==> config.mk <==
export PLATFORM = sky130hd
export DESIGN_NAME = enemy_missile
export DESIGN_NICKNAME = d
export VERILOG_FILES = /design/src/rtl/enemy_missile.sv
export SDC_FILE = /design/constraint.sdc
export NUM_CORES = 1
export LEC_CHECK = 0
export ABC_AREA = 1
export CORE_MARGIN = 2
export CORE_UTILIZATION = 57
export DETAILED_ROUTE_END_ITERATION = 8
export GPL_TIMING_DRIVEN = 0
export PLACE_DENSITY = 0.9
export SYNTH_ARGS = -nofsm -noshare
export SYNTH_HDL_FRONTEND = slang
export SYNTH_SLANG_ARGS = --single-unit
==> constraint.sdc <==
create_clock -name frame_clk -period 5.43 [get_ports frame_clk]
set_input_delay 0.543 -clock frame_clk [delete_from_list [all_inputs] [get_ports frame_clk]]
set_output_delay 0.543 -clock frame_clk [all_outputs]
set_load 0.02 [all_outputs]
==> src/rtl/enemy_missile.sv <==
// Single-missile controller for one AI tank: launch latch, per-frame flight,
// border retirement, collision explosion and re-fire cooldown.
module enemy_missile #(
  parameter int MISSILE_STEP    = 4,
  parameter int MISSILE_SIZE    = 4,
  parameter int FIELD_X_MAX     = 256,
  parameter int FIELD_Y_MAX     = 256,
  parameter int EXPLODE_FRAMES  = 8,
  parameter int COOLDOWN_FRAMES = 16
) (
  input  logic       frame_clk,
  input  logic       Reset,
  input  logic       Missile_on,
  input  logic [9:0] Xstart,
  input  logic [9:0] Ystart,
  input  logic [1:0] TankType,
  input  logic       Missile_Collision,
  output logic [9:0] MissileX,
  output logic [9:0] MissileY,
  output logic [1:0] MissileDir,
  output logic       Missile_active,
  output logic       Explode_active,
  output logic       Missile_hit,
  output logic       Fire_ready
);

  typedef enum logic [1:0] {IDLE, FLIGHT, EXPLODE} state_e;

  localparam logic [1:0]  DIR_UP    = 2'b00;
  localparam logic [1:0]  DIR_LEFT  = 2'b01;
  localparam logic [1:0]  DIR_DOWN  = 2'b10;
  localparam logic [1:0]  DIR_RIGHT = 2'b11;

  localparam logic [9:0]  STEP     = 10'(MISSILE_STEP);
  localparam logic [10:0] REACH    = 11'(MISSILE_SIZE + MISSILE_STEP);
  localparam logic [10:0] X_LIMIT  = 11'(FIELD_X_MAX);
  localparam logic [10:0] Y_LIMIT  = 11'(FIELD_Y_MAX);
  localparam logic [4:0]  COOL_LD  = 5'(COOLDOWN_FRAMES);
  localparam logic [3:0]  BOOM_LD  = 4'(EXPLODE_FRAMES - 1);

  state_e      state_q;
  logic [9:0]  x_q, y_q;
  logic [1:0]  dir_q;
  logic [4:0]  cool_q;
  logic [3:0]  boom_q;
  logic        active_q, explode_q, hit_q;

  logic [9:0]  x_d, y_d;
  logic        off_field;

  // NOTE: every variable gets a default before the case so no latch is inferred.
  always_comb begin
    x_d       = x_q;
    y_d       = y_q;
    off_field = 1'b0;
    case (dir_q)
      DIR_UP: begin
        off_field = (y_q < STEP);
        y_d       = y_q - STEP;
      end
      DIR_LEFT: begin
        off_field = (x_q < STEP);
        x_d       = x_q - STEP;
      end
      DIR_DOWN: begin
        off_field = ({1'b0, y_q} + REACH) > Y_LIMIT;
        y_d       = y_q + STEP;
      end
      DIR_RIGHT: begin
        off_field = ({1'b0, x_q} + REACH) > X_LIMIT;
        x_d       = x_q + STEP;
      end
    endcase
  end

  // NOTE: synchronous reset lives inside the clocked block; all state uses <=
  // so every register samples the pre-edge values of its neighbours.
  always_ff @(posedge frame_clk) begin
    if (!Reset) begin
      state_q   <= IDLE;
      x_q       <= '0;
      y_q       <= '0;
      dir_q     <= DIR_UP;
      cool_q    <= '0;
      boom_q    <= '0;
      active_q  <= 1'b0;
      explode_q <= 1'b0;
      hit_q     <= 1'b0;
    end else begin
      hit_q <= 1'b0;
      case (state_q)
        IDLE: begin
          if (cool_q == '0 && Missile_on) begin
            state_q  <= FLIGHT;
            x_q      <= Xstart;
            y_q      <= Ystart;
            dir_q    <= TankType;
            active_q <= 1'b1;
          end else if (cool_q != '0) begin
            cool_q <= cool_q - 5'd1;
          end
        end
        FLIGHT: begin
          // Collision outranks the border: a hit at the edge still explodes.
          if (Missile_Collision) begin
            state_q   <= EXPLODE;
            boom_q    <= BOOM_LD;
            active_q  <= 1'b0;
            explode_q <= 1'b1;
            hit_q     <= 1'b1;
          end else if (off_field) begin
            state_q  <= IDLE;
            cool_q   <= COOL_LD;
            active_q <= 1'b0;
          end else begin
            x_q <= x_d;
            y_q <= y_d;
          end
        end
        EXPLODE: begin
          if (boom_q == '0) begin
            state_q   <= IDLE;
            cool_q    <= COOL_LD;
            explode_q <= 1'b0;
          end else begin
            boom_q <= boom_q - 4'd1;
          end
        end
        default: state_q <= IDLE;
      endcase
    end
  end

  assign MissileX       = x_q;
  assign MissileY       = y_q;
  assign MissileDir     = dir_q;
  assign Missile_active = active_q;
  assign Explode_active = explode_q;
  assign Missile_hit    = hit_q;
  assign Fire_ready     = (state_q == IDLE) && (cool_q == '0);

endmodule

==> results of run 1 <==
registers in the layout, summed over array words and instances, names as in the netlist:
register and cells:
Missile_hit 1, MissileY 10, MissileDir 2, MissileX 10
boom_q 4, Missile_active 1, Explode_active 1, cool_q 5
state_q 2
routing by layer:
metal | routed length (um) | global-route usage (%) | share of wire [%] | vias to the layer above
met3 | 383 | 4.12 | 5.4 | 10
li1 | - | - | - | 1513
met2 | 3420 | 48.5 | 48 | 86
met4 | 79 | 8.48 | 1.1 | 0
met1 | 3220 | 36.2 | 45 | 1286
met5 | 0 | 0 | 0 | -
kinds of logic after synthesis:
| family | after synthesis | synth area share [%] |
|---|---|---|
| adders and majority gates | 19 | 8.65 |
| DFF | 36 | 26.2 |
| buffers and inverters | 66 | 10.4 |
| xor gates and xnor gates | 10 | 3.19 |
| and+or+nand+nor | 228 | 36.9 |
| AOI/OAI and AO/OA | 75 | 14.7 |
power groups by stage:
stage | registers [mW] | clock network, mW | logic [mW]
after floorplan | 0.476 | 0 | 0.713
after CTS | 0.426 | 0.206 | 1.07
after global routing | 0.438 | 0.217 | 1.21
final | 0.428 | 0.204 | 1.07
after global placement | 0.429 | 0 | 1.03
after detailed placement | 0.431 | 0 | 1.06
worst paths after layout:
check,end,start,depth (start not counted)
min,MissileY[0],MissileY[0],2
max reg2reg,MissileX[2],MissileY[3],15
min reg2reg,MissileY[0],MissileY[0],2
max,MissileX[2],MissileY[3],15
through the flow:
stage / utilization (%) / total power, mW / worst slack, ps / cells
3_5_place_dp: 70.9 / 1.49 / 2870 / 539
6_report: 72.8 / 1.70 / 3030 / 547
3_3_place_gp: 70.9 / 1.46 / 2860 / 539
2_1_floorplan: - / 1.19 / 3280 / 434
4_1_cts: 72.8 / 1.70 / 3020 / 547
5_1_grt: 72.8 / 1.87 / 2820 / 547
worst register-to-register path, cell delays in order (launching register included):
cell and delay (ps):
dfxtp_1 460, inv_1 160, ha_1 310, nor2_1 100, nand2_1 50, nor2_1 120
nand3_1 80, nor2_1 100, nand2_1 70, nand3_2 80, nand4_4 110, nand2_4 110
nand4_4 140, buf_6 200, o21bai_1 140, nor2_1 50
placed cells by master (no fill, tap or decap), drive strengths merged:
| cell | n |
|---|---|
| o221ai | 1 |
| clkbuf | 15 |
| clkdlybuf4s50 | 51 |
| a21oi | 23 |
| clkinv | 1 |
| o21bai | 2 |
| o211ai | 2 |
| or3b | 1 |
| or2 | 2 |
| ha | 19 |
| nor2 | 63 |
| xor2 | 8 |
| a211oi | 1 |
| o21ai | 38 |
| inv | 55 |
| buf | 3 |
| o31ai | 1 |
| nand4 | 7 |
| nand3 | 30 |
| nor3 | 4 |
| a31oi | 7 |
| dfxtp | 36 |
| nand2 | 119 |
| xnor2 | 2 |
| nor4 | 2 |
layout make-up:
class / count / area (um^2)
Multi-Input combinational cell: 332 / 1740
Fill cell: 401 / 1270
Sequential cell: 36 / 721
Timing Repair Buffer: 51 / 510
Inverter: 56 / 210
Clock buffer: 8 / 90.1
Buffer: 10 / 76.3
Tap cell: 54 / 67.6
==> results.sh, run 1 <==
export IMPL_clockPowerShare_pct=12.0
export IMPL_hold_buffers=0
export IMPL_ys_ff_latch=36
export IMPL_p_comb_share_pct=62.9
export IMPL_routedWlPerCell_um=13.0
export IMPL_worstMarginPinSlew_ps=861
export IMPL_grtUsageTotal_pct=28.2
export IMPL_synth_cell_types=32
export IMPL_drv_slew=0
export IMPL_fin_crit_ps=2400
export IMPL_antenna_found_initial=0
export IMPL_die_h_um=73.4
export IMPL_ant_nets=0
export IMPL_fp_dieW_um=73.4
export IMPL_synthTopCellsByCount="112 x nand2_1, 62 x nor2_1, 55 x inv_1"
export IMPL_yosysMostFrequentCell="nand2_1"
export IMPL_pwr_density_cell_nw_per_um2=498
export IMPL_leakage_nw=1.59
export IMPL_cp_common_cell="nor2_1"
export IMPL_io_pins=52
export IMPL_seqPwrFrac_pct=25.1
export IMPL_crit_buf_inv=2
export IMPL_gr_total_overflow=0
export IMPL_postCtsSetupRepairBufs=0
export IMPL_crit_arrival_ps=2590
export IMPL_rsz0062_at_grt="no"
export IMPL_cpLargestDelayFamily="simple AND/OR/NAND/NOR gates"
export IMPL_synthCells=434
export IMPL_synth_top_cells_by_area="dfxtp_1 26%, nand2_1 15%, ha_1 8.6%, nor2_1 8.5%, inv_1 7.5%"
export IMPL_cp_required_ps=5620
export IMPL_switching_power_mw=0.826
export IMPL_vias=2895
export IMPL_synthFlopType="dfxtp_1"
export IMPL_cp_cell_sequence="inv_1 -> ha_1 -> nor2_1 -> nand2_1 -> nor2_1 -> nand3_1 -> nor2_1 -> nand2_1 -> nand3_2 -> nand4_4 -> nand2_4 -> nand4_4 -> buf_6 -> o21bai_1 -> nor2_1"
export IMPL_drtIter0Drc=249
export IMPL_htree_levels=2
export IMPL_routed_wl_mm=7.10
export IMPL_setup_viol=0
export IMPL_nets=537
export IMPL_viasPerCell=5.29
export IMPL_yosysWarnings=0
export IMPL_drv_cap=0
export IMPL_synth_top_area_cell="dfxtp_1"
export IMPL_area_growth_pct=24.3
export IMPL_slew_headroom_pct=42.1
export IMPL_start_kind="register"
export IMPL_grt_pass1_wl_mm=12.0
export IMPL_tritoncts="done"
export IMPL_max_freq_ghz=0.417
export IMPL_cp_slowest_cell="dfxtp_1"
export IMPL_diodes=0
export IMPL_die_area_um2=5390
export IMPL_finClkSkew_ps=9.94
export IMPL_final_design_area_no_fill_um2=3420
export IMPL_cts_num_sinks=36
export IMPL_r2r_slack_ps=3030
export IMPL_dp_hpwl_mm=5.28
export IMPL_grt_pass1_vias=2742
export IMPL_start_util_pct=58.6
export IMPL_cts_buffers=5
export IMPL_clock_latency_ps=300
export IMPL_finalCritPeriodShare_pct=44.2
export IMPL_worstHoldPathType="register to register"
export IMPL_status="completed"
export IMPL_end_kind="register"
export IMPL_vdd_drop_max_mv=0.323
export IMPL_drc=0
export IMPL_drive_above_1_share_pct=5.27
export IMPL_gp_congestion=0.932
export IMPL_crit_fanout=10
export IMPL_final_hold_viol_count=0
export IMPL_avgSynthCellArea_um2=6.33
export IMPL_fin_tns_setup_ps=0
export IMPL_internal_power_mw=0.876
export IMPL_syn_num_nets=479
export IMPL_synth_edf_count=0
export IMPL_crit_type="register to register"
export IMPL_place_port_buffers=51
export IMPL_synth_area_um2=2750
export IMPL_cts_root_buffer="clkbuf_8"
export IMPL_grt_start_max_net_pins=11
export IMPL_fp_row_count=25
export IMPL_dpl_instance_area_um2=3330
export IMPL_p_sw_share_pct=48.5
export IMPL_synth_top_area_share_pct=26.2
export IMPL_coreArea_um2=4690
export IMPL_cts_repair_resized=0
export IMPL_max_stage_delay_ps=460
export IMPL_synthArstFlopShare_pct=0
export IMPL_seq_area_frac_synth_pct=26.2
export IMPL_cts_max_path_buffers=2
export IMPL_path_clk_slew_ps=80
export IMPL_whs_ps=460
export IMPL_drtPass1Iterations=4
Power figures use the tool's default switching activity.
==> run 2, diff against run 1 <==
- CORE_UTILIZATION: 57 -> 53
- PLACE_DENSITY: 0.9 -> 0.85
- clock period: 5.43 -> 2.49 ns (I/O delays scaled with it)
==> run 2 against run 1 <==
Against the previous run: power is 120% higher; design area is 0.55% higher; critical path depth stayed put; combinational power is 120% higher; via count is 1.1% higher; register-to-register slack worse by 2900 ps; die area is 7.1% higher; sequential power is 120% higher.
==> results.sh, run 2 (same netlist as run 1, synthesis figures left out) <==
export IMPL_status="completed"
export IMPL_cp_slowest_cell="dfxtp_1"
export IMPL_postCtsSetupRepairBufs=0
export IMPL_grtUsageTotal_pct=24.4
export IMPL_hold_buffers=0
export IMPL_dpl_instance_area_um2=3350
export IMPL_crit_type="register to register"
export IMPL_cp_required_ps=2680
export IMPL_whs_ps=470
export IMPL_r2r_slack_ps=160
export IMPL_pre_cts_ws_ps=160
export IMPL_fp_row_count=26
export IMPL_final_hold_viol_count=0
export IMPL_cp_common_cell="nor2_1"
export IMPL_drtIter0Drc=324
export IMPL_grt_pass1_wl_mm=11.8
export IMPL_drv_cap=0
export IMPL_tritoncts="done"
export IMPL_cts_repair_resized=0
export IMPL_drive_above_1_share_pct=6.30
export IMPL_drtPass1Iterations=5
export IMPL_drv_slew=0
export IMPL_fin_ws_ps=161
export IMPL_htree_levels=2
export IMPL_vias=2927
export IMPL_vdd_drop_max_mv=0.808
export IMPL_routed_wl_mm=7.21
export IMPL_pwr_density_cell_nw_per_um2=1080
export IMPL_cts_buffers=5
export IMPL_grt_pass1_vias=2648
export IMPL_p_sw_share_pct=49.1
export IMPL_switching_power_mw=1.82
export IMPL_setup_viol=0
export IMPL_max_freq_ghz=0.429
export IMPL_cts_root_buffer="clkbuf_8"
export IMPL_path_clk_slew_ps=80
export IMPL_final_design_area_no_fill_um2=3440
export IMPL_worstHoldPathType="register to register"
export IMPL_crit_fanout=10
export IMPL_layout_commonest_cell="nand2_1"
export IMPL_io_pins=52
export IMPL_cp_cell_sequence="inv_1 -> ha_1 -> nor2_1 -> nand2_1 -> nor2_1 -> nand3_1 -> nor2_1 -> nand2_1 -> nand3_2 -> nand4_4 -> nand2_4 -> nand4_4 -> buf_6 -> o21bai_1 -> nor2_1"
export IMPL_p_comb_share_pct=63.8
export IMPL_crit_arrival_ps=2510
export IMPL_dp_hpwl_mm=5.36
export IMPL_leakage_nw=1.60
export IMPL_gp_congestion=0.906
export IMPL_slew_headroom_pct=61.3
export IMPL_viasPerCell=5.21
export IMPL_diodes=0
export IMPL_ant_nets=0
export IMPL_die_area_um2=5780
export IMPL_drc=0
export IMPL_start_kind="register"
export IMPL_worstMarginPinSlew_ps=581
export IMPL_grt_start_max_net_pins=11
export IMPL_finClkSkew_ps=11.5
export IMPL_nets=537
export IMPL_clockPowerShare_pct=10.9
export IMPL_internal_power_mw=1.89
export IMPL_start_util_pct=54.5
export IMPL_cts_num_sinks=36
export IMPL_post_route_util_pct=68.1
export IMPL_place_port_buffers=51
export IMPL_finalNonFillerCells=562
export IMPL_p_total_mw=3.70
export IMPL_clock_latency_ps=290
export IMPL_seqPwrFrac_pct=25.3
export IMPL_fin_crit_ps=2330
export IMPL_gr_total_overflow=0
export IMPL_antenna_found_initial=0
export IMPL_cts_max_path_buffers=2
export IMPL_die_h_um=76.0
export IMPL_area_growth_pct=25.0
export IMPL_finalCritPeriodShare_pct=93.5
export IMPL_final_cell_mix="112 x nand2_1, 62 x nor2_1, 55 x inv_1"
export IMPL_max_stage_delay_ps=410
export IMPL_routedWlPerCell_um=12.8
export IMPL_fp_dieW_um=76.0
export IMPL_fin_tns_setup_ps=0
export IMPL_dp_cells=555
export IMPL_coreArea_um2=5040
export IMPL_end_kind="register"
export IMPL_rsz0062_at_grt="no"
-- run 2: power groups by stage --
| stage | combinational [mW] | sequential, mW | clock, mW |
|---|---|---|---|
| finish | 2.36 | 0.935 | 0.404 |
| global placement | 2.25 | 0.936 | 0 |
| floorplan | 1.55 | 1.04 | 0 |
| CTS | 2.33 | 0.928 | 0.414 |
| global route | 2.63 | 0.959 | 0.432 |
| detailed placement | 2.31 | 0.941 | 0 |
-- run 2: worst max-delay path, delay by kind of cell (launching register included) --
kind / cells / cell delay (ps)
buf+inv: 2 / 340
simple gates: 11 / 1040
compound gates: 1 / 120
fa+ha+maj: 1 / 300
flops: 1 / 410
-- run 2: final cells by class --
cell class / instances / area (um^2)
Clock inverter: 1 / 5.00
Sequential cell: 36 / 723
Timing Repair Buffer: 51 / 510
Fill cell: 445 / 1610
Multi-Input combinational cell: 332 / 1750
Tap cell: 70 / 87.6
Inverter: 56 / 210
Buffer: 10 / 78.8
Clock buffer: 6 / 72.6
-- run 2: path summary, 6_finish.rpt --
kind	end	from	cells past startpoint
worst max-delay path	MissileX[2]	MissileY[4]	15
worst max register to register	MissileX[2]	MissileY[4]	15
worst min register to register	MissileY[0]	MissileY[0]	2
worst min-delay path	MissileY[0]	MissileY[0]	2
-- run 2: layer usage --
layer / GRT usage (%) / share of wire [%] / vias up / wire [um]
met5: 0 / 0 / - / 0
met4: 7.09 / 1.0 / 0 / 72
met3: 4.27 / 5.5 / 8 / 398
met2: 41.3 / 48 / 111 / 3430
met1: 32.1 / 46 / 1295 / 3300
li1: - / - / 1513 / -
